File: src/rtl/pipeline_interlock_unit.sv
// Decode-stage issue controller: per-register countdown scoreboard, RAW/WAW
// hazard stalls and a short squash window after a taken branch.
module pipeline_interlock_unit #(
    parameter int DEPTH        = 3,
    parameter int LOAD_EXTRA   = 1,
    parameter int FLUSH_CYCLES = 2
) (
    input  logic        CLK,
    input  logic        RST,
    input  logic        dec_valid_IN,
    input  logic [2:0]  src_a_IN,
    input  logic        src_a_used_IN,
    input  logic [2:0]  src_b_IN,
    input  logic        src_b_used_IN,
    input  logic        wren_IN,
    input  logic [2:0]  writeAd_IN,
    input  logic        load_IN,
    input  logic        PC_load_IN,
    output logic        issue_OUT,
    output logic        stall_OUT,
    output logic        flush_OUT,
    output logic [7:0]  busy_mask_OUT,
    output logic [15:0] stall_cnt_OUT
);

    localparam int LatMax = DEPTH + LOAD_EXTRA;
    localparam int CW     = $clog2(LatMax + 1);
    localparam int FW     = (FLUSH_CYCLES > 1) ? $clog2(FLUSH_CYCLES) : 1;

    localparam logic [CW-1:0] LatAlu    = CW'(DEPTH);
    localparam logic [CW-1:0] LatLoad   = CW'(LatMax);
    localparam logic [FW-1:0] FlushInit = FW'(FLUSH_CYCLES - 1);

    typedef enum logic {
        RUN,
        FLUSH
    } state_e;

    state_e         state_q;
    logic [FW-1:0]  fcnt_q;
    logic [CW-1:0]  cnt_q [8];
    logic [CW-1:0]  cnt_d [8];
    logic [15:0]    stall_cnt_q;
    logic [7:0]     busy;
    logic [CW-1:0]  lat;
    logic           raw;
    logic           waw;

    always_comb begin
        for (int r = 0; r < 8; r++) begin
            busy[r] = (cnt_q[r] != '0);
        end
        lat = load_IN ? LatLoad : LatAlu;
        raw = (src_a_used_IN & busy[src_a_IN]) | (src_b_used_IN & busy[src_b_IN]);
        // WAW only when the older write would land after the new one
        waw = wren_IN & (cnt_q[writeAd_IN] > lat);
        flush_OUT = PC_load_IN | (state_q == FLUSH);
        stall_OUT = dec_valid_IN & (raw | waw) & ~flush_OUT;
        issue_OUT = dec_valid_IN & ~stall_OUT & ~flush_OUT;
    end

    always_comb begin
        for (int r = 0; r < 8; r++) begin
            cnt_d[r] = (cnt_q[r] != '0) ? cnt_q[r] - CW'(1) : '0;
            if (issue_OUT && wren_IN && (writeAd_IN == 3'(r))) begin
                cnt_d[r] = lat;
            end
        end
    end

    always_ff @(posedge CLK) begin
        for (int r = 0; r < 8; r++) begin
            cnt_q[r] <= RST ? '0 : cnt_d[r];
        end
    end

    // A branch seen while already flushing restarts the squash window
    always_ff @(posedge CLK) begin
        if (RST) begin
            state_q <= RUN;
            fcnt_q  <= '0;
        end else begin
            case (state_q)
                RUN: begin
                    if (PC_load_IN) begin
                        state_q <= FLUSH;
                        fcnt_q  <= FlushInit;
                    end
                end
                FLUSH: begin
                    if (PC_load_IN) begin
                        fcnt_q <= FlushInit;
                    end else if (fcnt_q == '0) begin
                        state_q <= RUN;
                    end else begin
                        fcnt_q <= fcnt_q - FW'(1);
                    end
                end
                default: state_q <= RUN;
            endcase
        end
    end

    always_ff @(posedge CLK) begin
        if (RST) begin
            stall_cnt_q <= '0;
        end else if (stall_OUT && (stall_cnt_q != 16'hFFFF)) begin
            stall_cnt_q <= stall_cnt_q + 16'd1;
        end
    end

    assign busy_mask_OUT = busy;
    assign stall_cnt_OUT = stall_cnt_q;

endmodule

File: config.mk
export PLATFORM = sky130hd
export DESIGN_NAME = pipeline_interlock_unit
export DESIGN_NICKNAME = d
export VERILOG_FILES = /design/src/rtl/pipeline_interlock_unit.sv
export SDC_FILE = /design/constraint.sdc
export NUM_CORES = 1
export LEC_CHECK = 0
export CAP_MARGIN = 20
export CELL_PAD_IN_SITES_DETAIL_PLACEMENT = 1
export CELL_PAD_IN_SITES_GLOBAL_PLACEMENT = 2
export CORE_MARGIN = 8
export CORE_UTILIZATION = 32
export DETAILED_ROUTE_END_ITERATION = 8
export MAX_ROUTING_LAYER = met4
export PLACE_DENSITY_LB_ADDON = 0.12
export SYNTH_ARGS = -nofsm -noshare
export SYNTH_HDL_FRONTEND = slang
export SYNTH_SLANG_ARGS = --single-unit
export TNS_END_PERCENT = 20
File: constraint.sdc
create_clock -name CLK -period 4.05 [get_ports CLK]
set_input_delay 0.6075 -clock CLK [delete_from_list [all_inputs] [get_ports CLK]]
set_output_delay 0.6075 -clock CLK [all_outputs]
set_load 0.05 [all_outputs]
---- Word level (Yosys, flattened, before mapping) ----
Memories as Yosys holds them, arrays and structs flattened.
Cells that the tools add are included.
cells by class
  add/subtract/negate cells ............... 10
  $mul .................................... 0
  divide/modulo/power cells ............... 0
  magnitude comparators ................... 3
  equality and inequality tests ........... 9
  shift-type cells ........................ 0
  mux-type cells .......................... 37
  bitwise gates (word level) .............. 13
  reductions and logical operators ........ 19
operators by type and width
  operator               number
  $mux 3                 25
  $reduce_bool 3->1      8
  $sub 3x1->3 const B    8
  $add 16x1->16 const B  1
  $ne 16x16->1 const B   1
  $eq 3x3->1 const B     4
  $logic_and 1x1->1      10
  $lt 3x4->1 const B     2
  $mux 1                 8
  $and 1x1->1            7
  $bmux 1 s3             2
  $eq 3x2->1 const B     2
  $pmux 1 s2             2
  $eq 3x1->1 const B     1
  $gt 3x3->1             1
  $logic_not 3->1        1
  $not 1->1              3
  $or 1x1->1             3
  $ne 2x2->1 const B     1
  $sub 1x1->1 const B    1
storage, ports and cells
  register bits ........................... 18
  bits in latches ......................... 0
  RAM bits ................................ 24
  bits in read-only memories .............. 0
  output and inout port bits .............. 27
  word-level logic and storage cells ...... 95
  memories ................................ 1
memory list
  name   words  bits a word  rd ports  clocked after memory_dff  wr ports  line  text
  cnt_q  8      3            9         0                         8         41    logic [CW-1:0] cnt_q [8];

---- Longest topological paths before layout ----
  depth in word-level cells ............... 15
  gate-level depth with buffers ........... 12

---- Least setup slack after synthesis ----
Ideal clock, no wire load.
  path kind ............................... input port to output port
  from .................................... in writeAd_IN[0]
  to ...................................... out stall_OUT
  arrival time ............................ 3801 ps
  data required time ...................... 3442 ps
  setup slack ............................. -359 ps
  cell stages on the path ................. 11
  buffers on the path ..................... 3
  cells stage by stage .................... buf_1 > mux4_2 > mux2_2 > ha_1 > nor2b_1 > o21ai_0 > a21oi_1 > a221oi_2 > buf_2 > buf_2 > nor3_1
on the way
  longest elaborated chain between the ends .. 6
ends and longest elaborated chain
  element                   line  text
  start, declared           16    input logic [2:0] writeAd_IN,
  $mem_v2 8x3               n/a
  $gt 3x3->1                56    waw = wren_IN & (cnt_q[writeAd_IN] > lat);
  $and 1x1->1               56
  $or 1x1->1                58    stall_OUT = dec_valid_IN & (raw | waw) & ~flush_OUT;
  $and 1x1->1 (2 in a row)  58
  end, declared             20    output logic stall_OUT,
No other way between the ends.

---- Worst setup path after layout ----
  from .................................... in writeAd_IN[1]
  to ...................................... out issue_OUT
on the way
  longest elaborated chain between the ends .. 9
ends and longest elaborated chain
  element                   line  text
  $mem_v2 8x3               n/a
  $gt 3x3->1                56
  $and 1x1->1               56
  $or 1x1->1                58
  $and 1x1->1 (2 in a row)  58
  $not 1->1                 59    issue_OUT = dec_valid_IN & ~stall_OUT & ~flush_OUT;
  $and 1x1->1 (2 in a row)  59
  end, declared             19    output logic issue_OUT,
No other way between the ends.

==> impl_results.rst <==
.. list-table::
   :header-rows: 1

   * - Metric
     - Value
   * - CP cell instances
     - clkdlybuf4s50_1 -> mux4_2 -> mux2_2 -> ha_1 -> nor2b_1 -> o21ai_0 -> a21oi_1 -> a221oi_4 -> and2_1 -> buf_12
   * - CP max stage delay
     - about 660 ps
   * - DRC
     - 0
   * - Post-CTS Repair Setup Buffers
     - 0
   * - Total gr overflow
     - 0
   * - Half-perimeter wire length after placement
     - slightly below 6 mm
   * - Tightest Pin Transition
     - between 700 and 800 ps
   * - Post-Syn Instances
     - 284
   * - Status
     - finished clean
   * - Starting density of the core
     - roughly a third
   * - H-tree depth reported by CTS
     - 2
   * - Power density over the cells
     - ~270 nW/um2
   * - Number of diodes
     - 0
   * - Slew headroom
     - approximately half
   * - Yosys warning total
     - 0
   * - Global-route usage over all layers
     - about 15%
   * - Final Cycle Share
     - a little over nine tenths
   * - CP required
     - ~3400 ps
   * - Maximum number of pins on one net before global-route repair
     - 29
   * - Overall die height
     - approximately 100 um
   * - Clock latency at the later pin of the worst-skew pair
     - around 300 ps
   * - Final WL
     - between 7 and 8 mm
   * - Number of antenna-violating nets in the routed design
     - 0
   * - Sum of negative setup slack
     - 0 ps
   * - Count of state elements after synthesis
     - 42
   * - Asr flop ratio synth
     - 0%
   * - Worst Setup Start Kind
     - primary input
   * - Wire length of the first global-routing pass
     - approximately 13 mm
   * - Cell variety after synth
     - just over 40
   * - Vias
     - between 2000 and 2500
   * - Routed met3 length
     - just over 300 um
   * - Final-report setup violation count
     - 0
   * - Number of buffers added to fix hold violations after cts
     - 0
   * - Post-detailed-placement cell area
     - roughly 3100 um2
   * - Pleak
     - ~0.0012 uW
   * - Max Slew Vio Count
     - 0
   * - Total clock buffers created by CTS
     - 5
   * - Number of antenna violations at the first check in global routing
     - 0
   * - Resized Gates After CTS
     - 0
   * - Setup repair after global routing missed its margin
     - no
   * - Number of sinks handled by clock tree synthesis
     - 42
   * - Slack of the critical path
     - about 170 ps
   * - Worst IR drop on VDD
     - between 0.1 and 0.15 mV
   * - # nets final
     - around 350
   * - Syn-to-layout area delta
     - 28.94%
   * - Via count of the first global-routing pass
     - between 2000 and 2500
   * - Library cell contributing the largest single delay on the critical path
     - clkdlybuf4s50_1
   * - Most instantiated flip-flop cell in the synthesis netlist
     - dfxtp_1
   * - Iteration count of the initial detailed-routing pass
     - 5
   * - Highest Clock Rate
     - approximately 260 MHz
   * - Clock input transition at the sequential cells of the worst setup and hold paths
     - ~90 ps
   * - DIE WIDTH
     - roughly 100 um
   * - Detailed-routed wire length on met2
     - ~3.4 mm
   * - Detailed-route wire length per cell
     - 17.60 um
   * - Total nets after synthesis
     - 305
   * - Largest driver fanout on the critical path
     - 8
   * - Count of flip-flops with a built-in enable after synthesis
     - 0
   * - TritonCTS clock tree
     - built
   * - Kind of path behind the tightest hold check
     - reg2reg
   * - Via-to-Cell Ratio
     - between 5 and 6
   * - Critical Path AT
     - roughly 3300 ps
   * - Layout cell share with drive strength beyond 1
     - between 10% and 20%
   * - Clock root cell
     - clkbuf_8
   * - Maximum number of buffers from clock root to sink
     - 2
   * - Syn_area_per_cell
     - 8.754 um2
   * - Port bufs
     - 43
   * - WS Path Type
     - in2out
   * - Final hold violation count
     - 0
   * - Final worst path period need
     - about 3900 ps
   * - Layout fillers
     - 920
   * - Total die area
     - 10850 um2
   * - Core area
     - between 7000 and 8000 um2
   * - Gp weighted congestion
     - 0.7847
   * - Final non-filler cell area
     - ~3200 um2
   * - Number of primary I/O pins
     - 44
   * - Routed length on met1
     - about 3.8 mm
   * - Worst-case clock skew
     - ~9.0 ps
   * - Num rows
     - 32
   * - Max-cap violations
     - 0
   * - Uppermost metal layer occupied by signal nets
     - met4
   * - Initial detailed-routing violation count
     - 65
   * - Register area share after synthesis
     - between 30% and 40%
   * - Cell area after synthesis
     - 2486 um2
   * - Worst Setup Slack post-DPL
     - approximately 1.6 ps
   * - Endpoint class of the critical path
     - output port
routing by layer:
metal	global-route usage (%)	vias to the layer above
met5	-	-
met3	3.160	5
met2	22.87	48
met1	19.82	1146
li1	-	1152
met4	4.137	0
Yosys cell counts, types with 8 or more instances:
library cell | number | area share [%]
nand3b_1 | 8 | 2.4
mux2i_1 | 11 | 4.4
nor3_1 | 12 | 2.4
nand3_1 | 12 | 2.4
inv_1 | 12 | 1.8
nor2_1 | 20 | 3.0
clkbuf_1 | 8 | 1.2
dfxtp_1 | 42 | 34
or4_1 | 11 | 3.3
mux2_2 | 21 | 9.5
nand2_1 | 27 | 4.1
a21oi_1 | 25 | 5.0
o31ai_1 | 10 | 3.0
layout make-up:
class | instances | area, um2 | area share, %
inverter | 13 | 48.80 | 1.522
timing repair buffer | 54 | 523.0 | 16.32
multi-input combinational | 215 | 1555 | 48.52
sequential | 42 | 840.8 | 26.23
clock buffer | 8 | 110.1 | 3.435
tap | 102 | 127.6 | 3.981
cell usage in the layout (no fill, tap or decap), types with 2 or more instances in the layout:
cell type        count
dfxtp_1             42
clkdlybuf4s50_1     40
nand2_1             27
a21oi_1             25
mux2_2              21
nor2_1              20
inv_1               12
nand3_1             12
buf_4               12
mux2i_1             11
nor3_1              11
or4_1               11
o31ai_1             10
nand3b_1             8
clkbuf_8             8
mux4_2               7
or3_1                5
nor2b_1              4
o21ai_0              4
nor3b_1              4
ha_1                 4
nor4_1               3
and2_1               3
and4_1               3
nand4_1              3
o211ai_1             3
nor3_2               2
and3_1               2
report_power, final:
part	leakage, uW	internal, uW	total, uW	switching (uW)
Combinational	0.000800	49.3	120	70.8
Clock	0.0000575	172	324	151
Sequential	0.000339	416	419	3.61
worst paths after layout:
kind	startpoint	endpoint	slack, ps	depth (start not counted)
worst max-delay path	writeAd_IN[1]	issue_OUT	170	10
worst min-delay path	fcnt_q	state_q	490	2
worst max register to register	cnt_q[4][1]	cnt_q[1][0]	940	10
worst min register to register	fcnt_q	state_q	490	2
flip-flops by register name, indices dropped and copies added, names as in the netlist:
| register | cells |
|---|---|
| fcnt_q | 1 |
| state_q | 1 |
| stall_cnt_OUT | 16 |
| cnt_q | 24 |
critical path, delay by kind of cell:
kind / cells / cell delay, ps
muxes: 2 / 630
and+or+nand+nor: 2 / 380
buffers and inverters: 2 / 810
AOI/OAI and AO/OA: 3 / 560
adders and majority gates: 1 / 280
per-stage QoR:
step	utilization (%)	hold WS [ps]	power, uW	instances
2_1_floorplan	-	451.4	494.3	284
3_3_place_gp	40.45	477.5	549.2	426
3_5_place_dp	40.45	480.8	549.8	426
4_1_cts	41.88	501.9	873.4	434
5_1_grt	41.92	523.8	902.4	434
6_report	41.92	494.3	863.0	434
cell families (layout without fill, tap and decap cells):
family                   after synthesis  in the layout  synth area share, %
AND/OR/NAND/NOR                      123            123                27.18
AO/OA/AOI/OAI                         49             49                12.43
flip-flops                            42             42                33.82
multiplexers                          39             39                20.28
buffers and inverters                 27             75                4.278
adder cells (fa/ha/maj)                4              4                2.013
(Power assumes the default switching activity.)
